==> src/rtl/out_ctrl_sc_acc_pkg.sv <==
// Shared constants and types for the stochastic-to-binary output converter.
// Latency: n/a (definitions only).
// Backpressure: n/a (definitions only).
//
// Contents: default sample width and lane count, window length and counter
// widths derived from them, and the two-state controller enum.
package out_ctrl_sc_acc_pkg;

  localparam int unsigned N_DEF     = 8;
  localparam int unsigned LANES_DEF = 4;

  // Window length is a quarter of the binary range: L = 2^(N-2).
  function automatic int unsigned win_len(input int unsigned n);
    return 32'd1 << (n - 2);
  endfunction

  localparam int unsigned L_DEF     = win_len(N_DEF);
  localparam int unsigned CNT_W_DEF = N_DEF - 2;  // counts 0..L-1
  localparam int unsigned ACC_W_DEF = N_DEF - 1;  // holds 0..L inclusive

  // ACCUM: accepting bits. HOLD: a finished window waits for the output slot.
  typedef enum logic {
    ACCUM = 1'b0,
    HOLD  = 1'b1
  } state_t;

endpackage

==> src/rtl/out_lane_acc.sv <==
// Per-lane ones accumulator for one stochastic bitstream.
// Latency: acc updates on the edge after en; sum is combinational (acc + bit_in).
// Backpressure: none; the controller gates en and clr.
//
// Ports: clock/reset_n (async active-low), clr (sync zero, wins over en),
// en (add bit_in this cycle), bit_in, acc (registered count), sum (acc + bit_in).
module out_lane_acc #(
  parameter int unsigned W = 7
) (
  input  logic         clock,
  input  logic         reset_n,
  input  logic         clr,
  input  logic         en,
  input  logic         bit_in,
  output logic [W-1:0] acc,
  output logic [W-1:0] sum
);

  // The final-window value is taken from sum so the L-th bit is included
  // without an extra cycle.
  assign sum = acc + W'(bit_in);

  always_ff @(posedge clock or negedge reset_n) begin
    if (!reset_n) begin
      acc <= '0;
    end else if (clr) begin
      acc <= '0;
    end else if (en) begin
      acc <= sum;
    end
  end

endmodule

==> src/rtl/out_ctrl_sc_acc.sv <==
// Converts LANES unipolar stochastic bitstreams to binary ones-counts over L-bit windows.
// Latency: out_valid rises 1 cycle after the L-th accepted bit when the output slot is free.
// Backpressure: if the slot is still occupied at window end, sums park in the lane accumulators (HOLD, in_ready=0) until out_ready.
//
// Ports: clock, reset_n (async active-low), clear (sync window abort),
// in_valid/in_ready/in_bits (one bit per lane per accepted cycle),
// out_valid/out_ready/out_data (per-lane count 0..L of a finished window).
module out_ctrl_sc_acc
  import out_ctrl_sc_acc_pkg::*;
#(
  parameter int unsigned N     = N_DEF,
  parameter int unsigned LANES = LANES_DEF
) (
  input  logic             clock,
  input  logic             reset_n,
  input  logic             clear,
  input  logic             in_valid,
  input  logic [LANES-1:0] in_bits,
  output logic             in_ready,
  output logic [N-2:0]     out_data [LANES],
  output logic             out_valid,
  input  logic             out_ready
);

  localparam int unsigned L     = win_len(N);
  localparam int unsigned CNT_W = N - 2;
  localparam int unsigned ACC_W = N - 1;

  state_t             state;
  logic [CNT_W-1:0]   cnt;
  logic [ACC_W-1:0]   lane_acc [LANES];
  logic [ACC_W-1:0]   lane_sum [LANES];

  logic accept;
  logic last;
  logic slot_free;
  logic drain;
  logic lane_clr;
  logic lane_en;

  assign in_ready  = (state == ACCUM);
  assign accept    = in_valid && in_ready;
  assign last      = accept && (cnt == CNT_W'(L - 1));
  assign slot_free = !out_valid || out_ready;
  // A parked window is released into the output register.
  assign drain     = (state == HOLD) && out_ready;

  // Accumulators restart after a completed-and-delivered window, after a
  // parked window is released, or on clear. When a window parks in HOLD the
  // final add still happens (en) and the result stays in the accumulators.
  assign lane_clr  = clear || (last && slot_free) || drain;
  assign lane_en   = accept && !clear;

  for (genvar i = 0; i < LANES; i++) begin : g_lane
    out_lane_acc #(
      .W(ACC_W)
    ) u_lane (
      .clock  (clock),
      .reset_n(reset_n),
      .clr    (lane_clr),
      .en     (lane_en),
      .bit_in (in_bits[i]),
      .acc    (lane_acc[i]),
      .sum    (lane_sum[i])
    );
  end

  always_ff @(posedge clock or negedge reset_n) begin
    if (!reset_n) begin
      state     <= ACCUM;
      cnt       <= '0;
      out_valid <= 1'b0;
      for (int i = 0; i < LANES; i++) out_data[i] <= '0;
    end else if (clear) begin
      // Abort the window (and any parked result); the output slot is left
      // alone apart from a normal consume.
      state <= ACCUM;
      cnt   <= '0;
      if (out_valid && out_ready) out_valid <= 1'b0;
    end else begin
      case (state)
        ACCUM: begin
          // cnt wraps to 0 naturally after the L-th accepted bit.
          if (accept) cnt <= cnt + CNT_W'(1);
          if (last && slot_free) begin
            for (int i = 0; i < LANES; i++) out_data[i] <= lane_sum[i];
            out_valid <= 1'b1;
          end else begin
            if (last) state <= HOLD;
            if (out_valid && out_ready) out_valid <= 1'b0;
          end
        end
        HOLD: begin
          // out_valid is necessarily 1 here; the consume and the reload
          // happen on the same edge.
          if (out_ready) begin
            for (int i = 0; i < LANES; i++) out_data[i] <= lane_acc[i];
            out_valid <= 1'b1;
            cnt       <= '0;
            state     <= ACCUM;
          end
        end
        default: state <= ACCUM;
      endcase
    end
  end

endmodule

==> config.mk <==
export PLATFORM = sky130hd
export DESIGN_NAME = out_ctrl_sc_acc
export DESIGN_NICKNAME = d
export VERILOG_FILES = /design/src/rtl/out_ctrl_sc_acc_pkg.sv /design/src/rtl/out_lane_acc.sv /design/src/rtl/out_ctrl_sc_acc.sv
export SDC_FILE = /design/constraint.sdc
export NUM_CORES = 1
export LEC_CHECK = 0
export ABC_AREA = 1
export CORE_ASPECT_RATIO = 2
export CORE_MARGIN = 1.5
export CORE_UTILIZATION = 52
export DETAILED_ROUTE_END_ITERATION = 10
export GPL_TIMING_DRIVEN = 0
export PLACE_DENSITY = 0.8
export REMOVE_ABC_BUFFERS = 1
export SETUP_SLACK_MARGIN = 0.15
export SKIP_LAST_GASP = 1
export SLEW_MARGIN = 30
export SYNTH_ARGS = -nofsm -noshare
export SYNTH_HDL_FRONTEND = slang
export SYNTH_HIERARCHICAL = 1
export SYNTH_SLANG_ARGS = --single-unit
==> constraint.sdc <==
create_clock -name clock -period 1.5 [get_ports clock]
set_input_delay 0.45 -clock clock [delete_from_list [all_inputs] [get_ports clock]]
set_output_delay 0.45 -clock clock [all_outputs]
set_load 0.02 [all_outputs]
==> results_dict.tcl, run 1 <==
set metrics [dict create \
    critPathRequiredTime_ns 1.76 \
    dr.first_iter.drc_count 473 \
    maxCapViolCount 0 \
    cts_tree "yes" \
    fillers 453 \
    crit_fanout 8 \
    routabilityCongestion 0.7979 \
    yosysWarnings 6 \
    drt-total-wl_um 13940 \
    grt.overflow.total 0 \
    final.setup.tns_ns -9.156 \
    drv_slew 0 \
    drive_gt1_frac 0.4193 \
    grt_use_total 0.3054 \
    crit_chain "buf_2, a21oi_4, nand2_8, buf_6, nor2_4, nand2_1, nand2_1" \
    fp.dieH_um 126.1 \
    yosysTopAreaCellShare 0.4065 \
    clk_pin_slew_ns 0.05 \
    antenna_found_initial 0 \
    syn2layout_area_growth_pct 41.28 \
    drt-pass1-iter-count 5 \
    grt_pass1_vias 3926 \
    worst_r2r_path_depth 7 \
    grt_setup_unrepaired "true" \
    vias 4116 \
    die_area_mm2 0.008140 \
    io_buffers 38 \
    synth.top_cells.by_area "dfrtp_1 (41%), nand2_1 (20%), nand3_1 (6.7%), inv_1 (4.1%), nand2_2 (3.7%)" \
    vias_per_cell 5.939 \
    clock_skew_ns 0.007805 \
    diodes 0 \
    worst_slack_ns -0.2829 \
    p_leak_nw 2.669 \
    clock_sinks 64 \
    yosys.cell_types.count 30 \
    dieWidth_um 64.55 \
    violations "negative setup slack" \
    syn_avg_cell_area_um2 7.912 \
    setup_viol 60 \
    initial_core_util 0.5381 \
    finalCriticalPeriod_ns 1.783 \
    cpMostUsedCell "nand2_1" \
    numCtsBuffers 9 \
    hold_buffers 0 \
    max-slew-margin-rel 0.7033 \
    regToRegSetupSlack_ns -0.28 \
    min_path_type "input port to async pin" \
    grt_max_degree 38 \
    hold_viol_final 0 \
    hold_ws_ns 0.03083 \
    cp-start-kind "flop" \
    peakVddDrop_mv 0.6690 \
    grt_pass1_wl_um 18770 \
    endpoint_kind "flop" \
    worst_pin_slew_ns 0.4450 \
    io_pins 39 \
    hpwl_um 5694 \
    antenna_left 0 \
    rows 44 \
    critPathMaxStageDelay_ns 0.52 \
    synth_seq_area_share 0.4065 \
    routedWlPerCell_um 20.12 \
    cpMaxStageDelayCell "dfrtp_4" \
    critical_path_class "flop to flop" \
    drc 0 \
    coreArea_mm2 0.007322 \
    max_freq_mhz 560.9 \
    cts-root-buf "clkbuf_16" \
    synth_area_leader_cell "dfrtp_1" \
    cts-htree-levels 3 \
    fin_crit_sh 1.189 \
    crit_arrival_ns 2.04 \
    nNetsFinal 615 \
    syn_inst 498 \
    status "finished with violations" \
    cts_buffer_depth 2 \
    power_density_mw_per_mm2 774.9 \
    syn_area_mm2 0.003940 \
    synth-seq-cells 64 \
    clock_latency_ns 0.34 \
]
-- path summary, 6_finish.rpt --
kind	from	end
min in group clock	out_data[9]$_DFFE_PN0P_	out_data[9]$_DFFE_PN0P_
max	state$_DFF_PN0_	g_lane[1].u_lane/acc[2]$_DFFE_PN0P_
min reg2reg	out_data[9]$_DFFE_PN0P_	out_data[9]$_DFFE_PN0P_
min	reset_n	g_lane[3].u_lane/acc[0]$_DFFE_PN0P_
max in group asynchronous	reset_n	state$_DFF_PN0_
max reg2reg	state$_DFF_PN0_	g_lane[1].u_lane/acc[2]$_DFFE_PN0P_
-- registers in the layout (all words and copies together), names as in the netlist --
name               flops
state                  1
out_data              28
cnt                    6
out_valid              1
g_lane.u_lane/acc     28
-- layer usage --
metal | vias to the layer above | part of all wire | global-route usage | wire length [µm]
li1 | 1755 | - | - | -
met1 | 1965 | 0.31 | 0.3184 | 4294
met2 | 294 | 0.52 | 0.5233 | 7206
met3 | 102 | 0.085 | 0.07232 | 1182
met4 | 0 | 0.090 | 0.2178 | 1260
met5 | - | 0 | 0 | 0
-- where the power goes --
part	switching (W)	internal, W	leakage (nW)
Clock	0.000753	0.00120	0.130
Sequential	0.0000414	0.00178	0.823
Combinational	0.000316	0.000222	1.72
-- worst max-delay path, delay by kind of cell (launching register included) --
family	cells	cell delay, ns
flip-flops	1	0.52
AND/OR/NAND/NOR	4	0.59
AO/OA/AOI/OAI	1	0.23
buffers and inverters	2	0.35
-- cell usage after synthesis, drive strengths merged --
| cell | instances |
|---|---|
| nand2 | 228 |
| inv | 46 |
| nand3 | 61 |
| o21bai | 8 |
| a22o | 5 |
| o31ai | 1 |
| ha | 9 |
| clkinv | 4 |
| o21ai | 11 |
| nor2 | 16 |
| buf | 19 |
| and2 | 8 |
| nand4 | 1 |
| dfrtp | 64 |
| clkbuf | 1 |
| a21oi | 4 |
| xnor2 | 4 |
| xor2 | 8 |
-- cell usage in the layout (no fill, tap or decap), drive strengths merged --
cell type    netlist  routed
xnor2              4       4
o31ai              1       1
buf               19      95
dfrtp             64      64
a21oi              4       5
o21bai             8       8
nand2            228     232
nand3             61      61
ha                 9       9
inv               46      47
dlygate4sd2        0       6
and2               8       8
nor2              16      16
clkbuf             1      16
a22o               5       5
o21ai             11      11
nand4              1       1
clkinv             4       4
xor2               8       8
-- area by class of cell --
type / instances / area, µm² / area share
Multi-Input combinational cell: 369 / 2484 / 0.4462
Sequential cell: 64 / 1607 / 0.2886
Timing Repair Buffer: 102 / 872.1 / 0.1567
Clock buffer: 15 / 267.8 / 0.04810
Inverter: 50 / 212.7 / 0.03821
Tap cell: 92 / 115.1 / 0.02068
Timing Repair inverter: 1 / 8.758 / 0.001573
-- metrics by stage --
| step | worst slack, ns | power [W] | area, µm² | utilization | cells |
|---|---|---|---|---|---|
| after CTS | -0.1392 | 0.004165 | 5112 | 0.6982 | 667 |
| after detailed placement | -1.409 | 0.002214 | 4298 | 0.5870 | 609 |
| after global routing | -0.3134 | 0.004426 | 5567 | 0.7603 | 693 |
| after floorplan | -0.9123 | 0.002027 | 3776 | - | 478 |
| after global placement | -2.166 | 0.002198 | 4272 | 0.5834 | 608 |
| final | -0.2829 | 0.004314 | 5567 | 0.7603 | 693 |
-- kinds of logic (layout without fill, tap and decap cells) --
group | after synthesis | in the layout | share of synthesized area
XOR/XNOR | 12 | 12 | 0.04192
flip-flops | 64 | 64 | 0.4065
AND/OR/NAND/NOR | 314 | 318 | 0.3769
adder cells (fa/ha/maj) | 9 | 9 | 0.02858
AO/OA/AOI/OAI | 29 | 30 | 0.05684
buffers and inverters | 70 | 168 | 0.08923
-- what timing repair did --
item	4_1_cts	5_1_grt
buffers inserted	37	26
gates resized for setup	208	71
gates cloned	6	0
endpoints found under the setup margin	93	78
pin swaps	16	26
Power figures use the tool's default switching activity.
==> run 2: changes to the inputs <==
==> constraint.sdc (replaced) <==
create_clock -name clock -period 1.5 [get_ports clock]
set_input_delay 0.225 -clock clock [delete_from_list [all_inputs] [get_ports clock]]
set_output_delay 0.225 -clock clock [all_outputs]
set_load 0.02 [all_outputs]
==> run 2 against run 1 <==
The flow still finishes with violations (negative setup slack). Combinational power fell by 9.9%. Utilization fell by 2.8 points. Maximum frequency fell by 1.5%. Largest cell class unchanged.
==> results_dict.tcl, run 2 (synthesis gave the netlist of run 1 again) <==
set metrics [dict create \
    fin_crit_sh 1.207 \
    fillers 486 \
    finalCriticalPeriod_ns 1.810 \
    clkPwrFrac 0.454 \
    drive_gt1_frac 0.3438 \
    hpwl_um 5694 \
    vias_per_cell 5.820 \
    hold_ws_ns 0.3560 \
    grt_pass1_wl_um 18510 \
    crit_arrival_ns 2.03 \
    min_path_type "input port to async pin" \
    clock_sinks 64 \
    critPathMaxStageDelay_ns 0.36 \
    p_switching_w 0.001049 \
    grt_setup_unrepaired "true" \
    io_pins 39 \
    dr.first_iter.drc_count 380 \
    diodes 0 \
    p_leak_nw 2.551 \
    critPathRequiredTime_ns 1.72 \
    cpMaxStageDelayCell "dfrtp_1" \
    crit_chain "ha_2, nand2_2, nor2_4, nand4_4, nand2_8, buf_6, nor2_4, buf_4, nand3_2, nand2_1" \
    dieWidth_um 64.55 \
    drv_slew 0 \
    seqPwrFrac 0.431 \
    fin_area_mm2 0.005365 \
    cp-start-kind "flop" \
    syn2layout_area_growth_pct 36.17 \
    regToRegSetupSlack_ns -0.31 \
    cts_buffer_depth 2 \
    final_common_cell "nand2_1" \
    setup_viol 58 \
    violations "negative setup slack" \
    initial_core_util 0.5381 \
    worst_slack_ns -0.3101 \
    clk_pin_slew_ns 0.05 \
    crit_buf_inv 2 \
    clock_latency_ns 0.34 \
    reg.largest.list "g_lane.u_lane/acc x28, out_data x28, cnt x6" \
    clock_skew_ns 0.006564 \
    antenna_found_initial 0 \
    drc 0 \
    cpLargestDelayFamily "simple AND/OR/NAND/NOR gates" \
    vias 3888 \
    final_cell_mix "nand2_1 (172), dfrtp_1 (63), nand2_2 (48), nand3_1 (39), inv_1 (31)" \
    drt-pass1-iter-count 5 \
    die_area_mm2 0.008140 \
    drt-total-wl_um 12980 \
    coreArea_mm2 0.007322 \
    max_freq_mhz 552.5 \
    grt_max_degree 38 \
    worst_pin_slew_ns 0.5341 \
    fp.dieH_um 126.1 \
    power_density_mw_per_mm2 786.2 \
    rows 44 \
    grt_pass1_vias 3901 \
    antenna_left 0 \
    p_sw_frac 0.2486 \
    hold_viol_final 0 \
    crit_fanout 8 \
    endpoint_kind "flop" \
    peakVddDrop_mv 0.8256 \
    routabilityCongestion 0.7979 \
    max-slew-margin-rel 0.6439 \
    grt_use_total 0.3016 \
    numCtsBuffers 9 \
    routedWlPerCell_um 19.42 \
    cpMostUsedCell "nor2_4" \
    critical_path_class "flop to flop" \
    status "finished with violations" \
    post_dp_cell_area_mm2 0.004298 \
    maxCapViolCount 0 \
    comb_power_share 0.115 \
    p_int_w 0.003169 \
    cts-root-buf "clkbuf_16" \
    cts-htree-levels 3 \
    io_buffers 38 \
    cts_tree "yes" \
    nNetsFinal 590 \
    grt.overflow.total 0 \
]
[run 2: cell count changes in the layout (fill, tap and decap cells not counted), moves of 2 or more]
cell | before | now
nand3_1 | 37 | 39
buf_12 | 6 | 3
buf_6 | 13 | 9
inv_1 | 35 | 31
ha_2 | 1 | 3
ha_4 | 8 | 6
buf_4 | 55 | 26
dlygate4sd2_1 | 6 | 30
nand3_2 | 20 | 18
inv_2 | 5 | 8
clkdlybuf4s50_1 | 0 | 6
buf_2 | 18 | 0
[run 2: area by class of cell]
type,instances,area (µm²),area share
Timing Repair inverter,1,8.758,0.001632
Clock buffer,15,267.8,0.04991
Sequential cell,64,1605,0.2992
Multi-Input combinational cell,369,2431,0.4531
Timing Repair Buffer,77,719.4,0.1341
Inverter,50,217.7,0.04058
Tap cell,92,115.1,0.02146
[run 2: metal layers]
metal	GRT usage	part of all wire	up-vias
met5	0	0	-
met3	0.06964	0.068	96
met4	0.1977	0.078	0
li1	-	-	1710
met2	0.5233	0.52	227
met1	0.3172	0.33	1855
[run 2: worst paths after layout]
path                                               start                             endpoint  cells after the start
worst min-delay path                             reset_n  g_lane[3].u_lane/acc[6]$_DFFE_PN0P_                      2
worst max register to register        cnt[1]$_DFFE_PN0P_  g_lane[1].u_lane/acc[6]$_DFFE_PN0P_                     10
max in group asynchronous                        reset_n                      state$_DFF_PN0_                      3
worst max-delay path                  cnt[1]$_DFFE_PN0P_  g_lane[1].u_lane/acc[6]$_DFFE_PN0P_                     10
worst min register to register  out_data[24]$_DFFE_PN0P_             out_data[24]$_DFFE_PN0P_                      2
min in group clock              out_data[24]$_DFFE_PN0P_             out_data[24]$_DFFE_PN0P_                      2
[run 2: power groups by stage]
stage	Clock, W	Combinational (W)	Sequential, W
2_1_floorplan	0	0.000138	0.00189
6_report	0.00191	0.000485	0.00182
3_5_place_dp	0	0.000369	0.00184
3_3_place_gp	0	0.000355	0.00184
4_1_cts	0.00192	0.000424	0.00182
5_1_grt	0.00202	0.000520	0.00182
[run 2: repair_timing]
item / in CTS / in global routing
gates cloned: 5 / 1
buffers inserted: 30 / 7
hold buffers: 1 / 0
pin swaps: 26 / 47
resized for setup: 101 / 63
endpoints found under the hold margin: 27 / 0
endpoints found under the setup margin: 93 / 63
[run 2: stage by stage]
stage | std cells | util | power [W] | setup slack (ns) | setup TNS [ns]
floorplan | 478 | - | 0.002027 | -0.9123 | -37.98
global placement | 608 | 0.5834 | 0.002198 | -1.941 | -210.59
detailed placement | 609 | 0.5870 | 0.002214 | -1.409 | -57.39
CTS | 660 | 0.6958 | 0.004160 | -0.1200 | -3.145
global route | 668 | 0.7327 | 0.004367 | -0.3284 | -12.50
finish | 668 | 0.7327 | 0.004218 | -0.3101 | -11.68
==> run 3: changes to the inputs <==
--- a/config.mk
+++ b/config.mk
@@ -9,6 +9,7 @@
 export CORE_ASPECT_RATIO = 2
 export CORE_MARGIN = 1.5
 export CORE_UTILIZATION = 52
+export CTS_CLUSTER_DIAMETER = 120
 export DETAILED_ROUTE_END_ITERATION = 10
 export GPL_TIMING_DRIVEN = 0
 export PLACE_DENSITY = 0.8
==> results of run 3 <==
No change in the layout: final DEF, timing and power equal those of run 2.
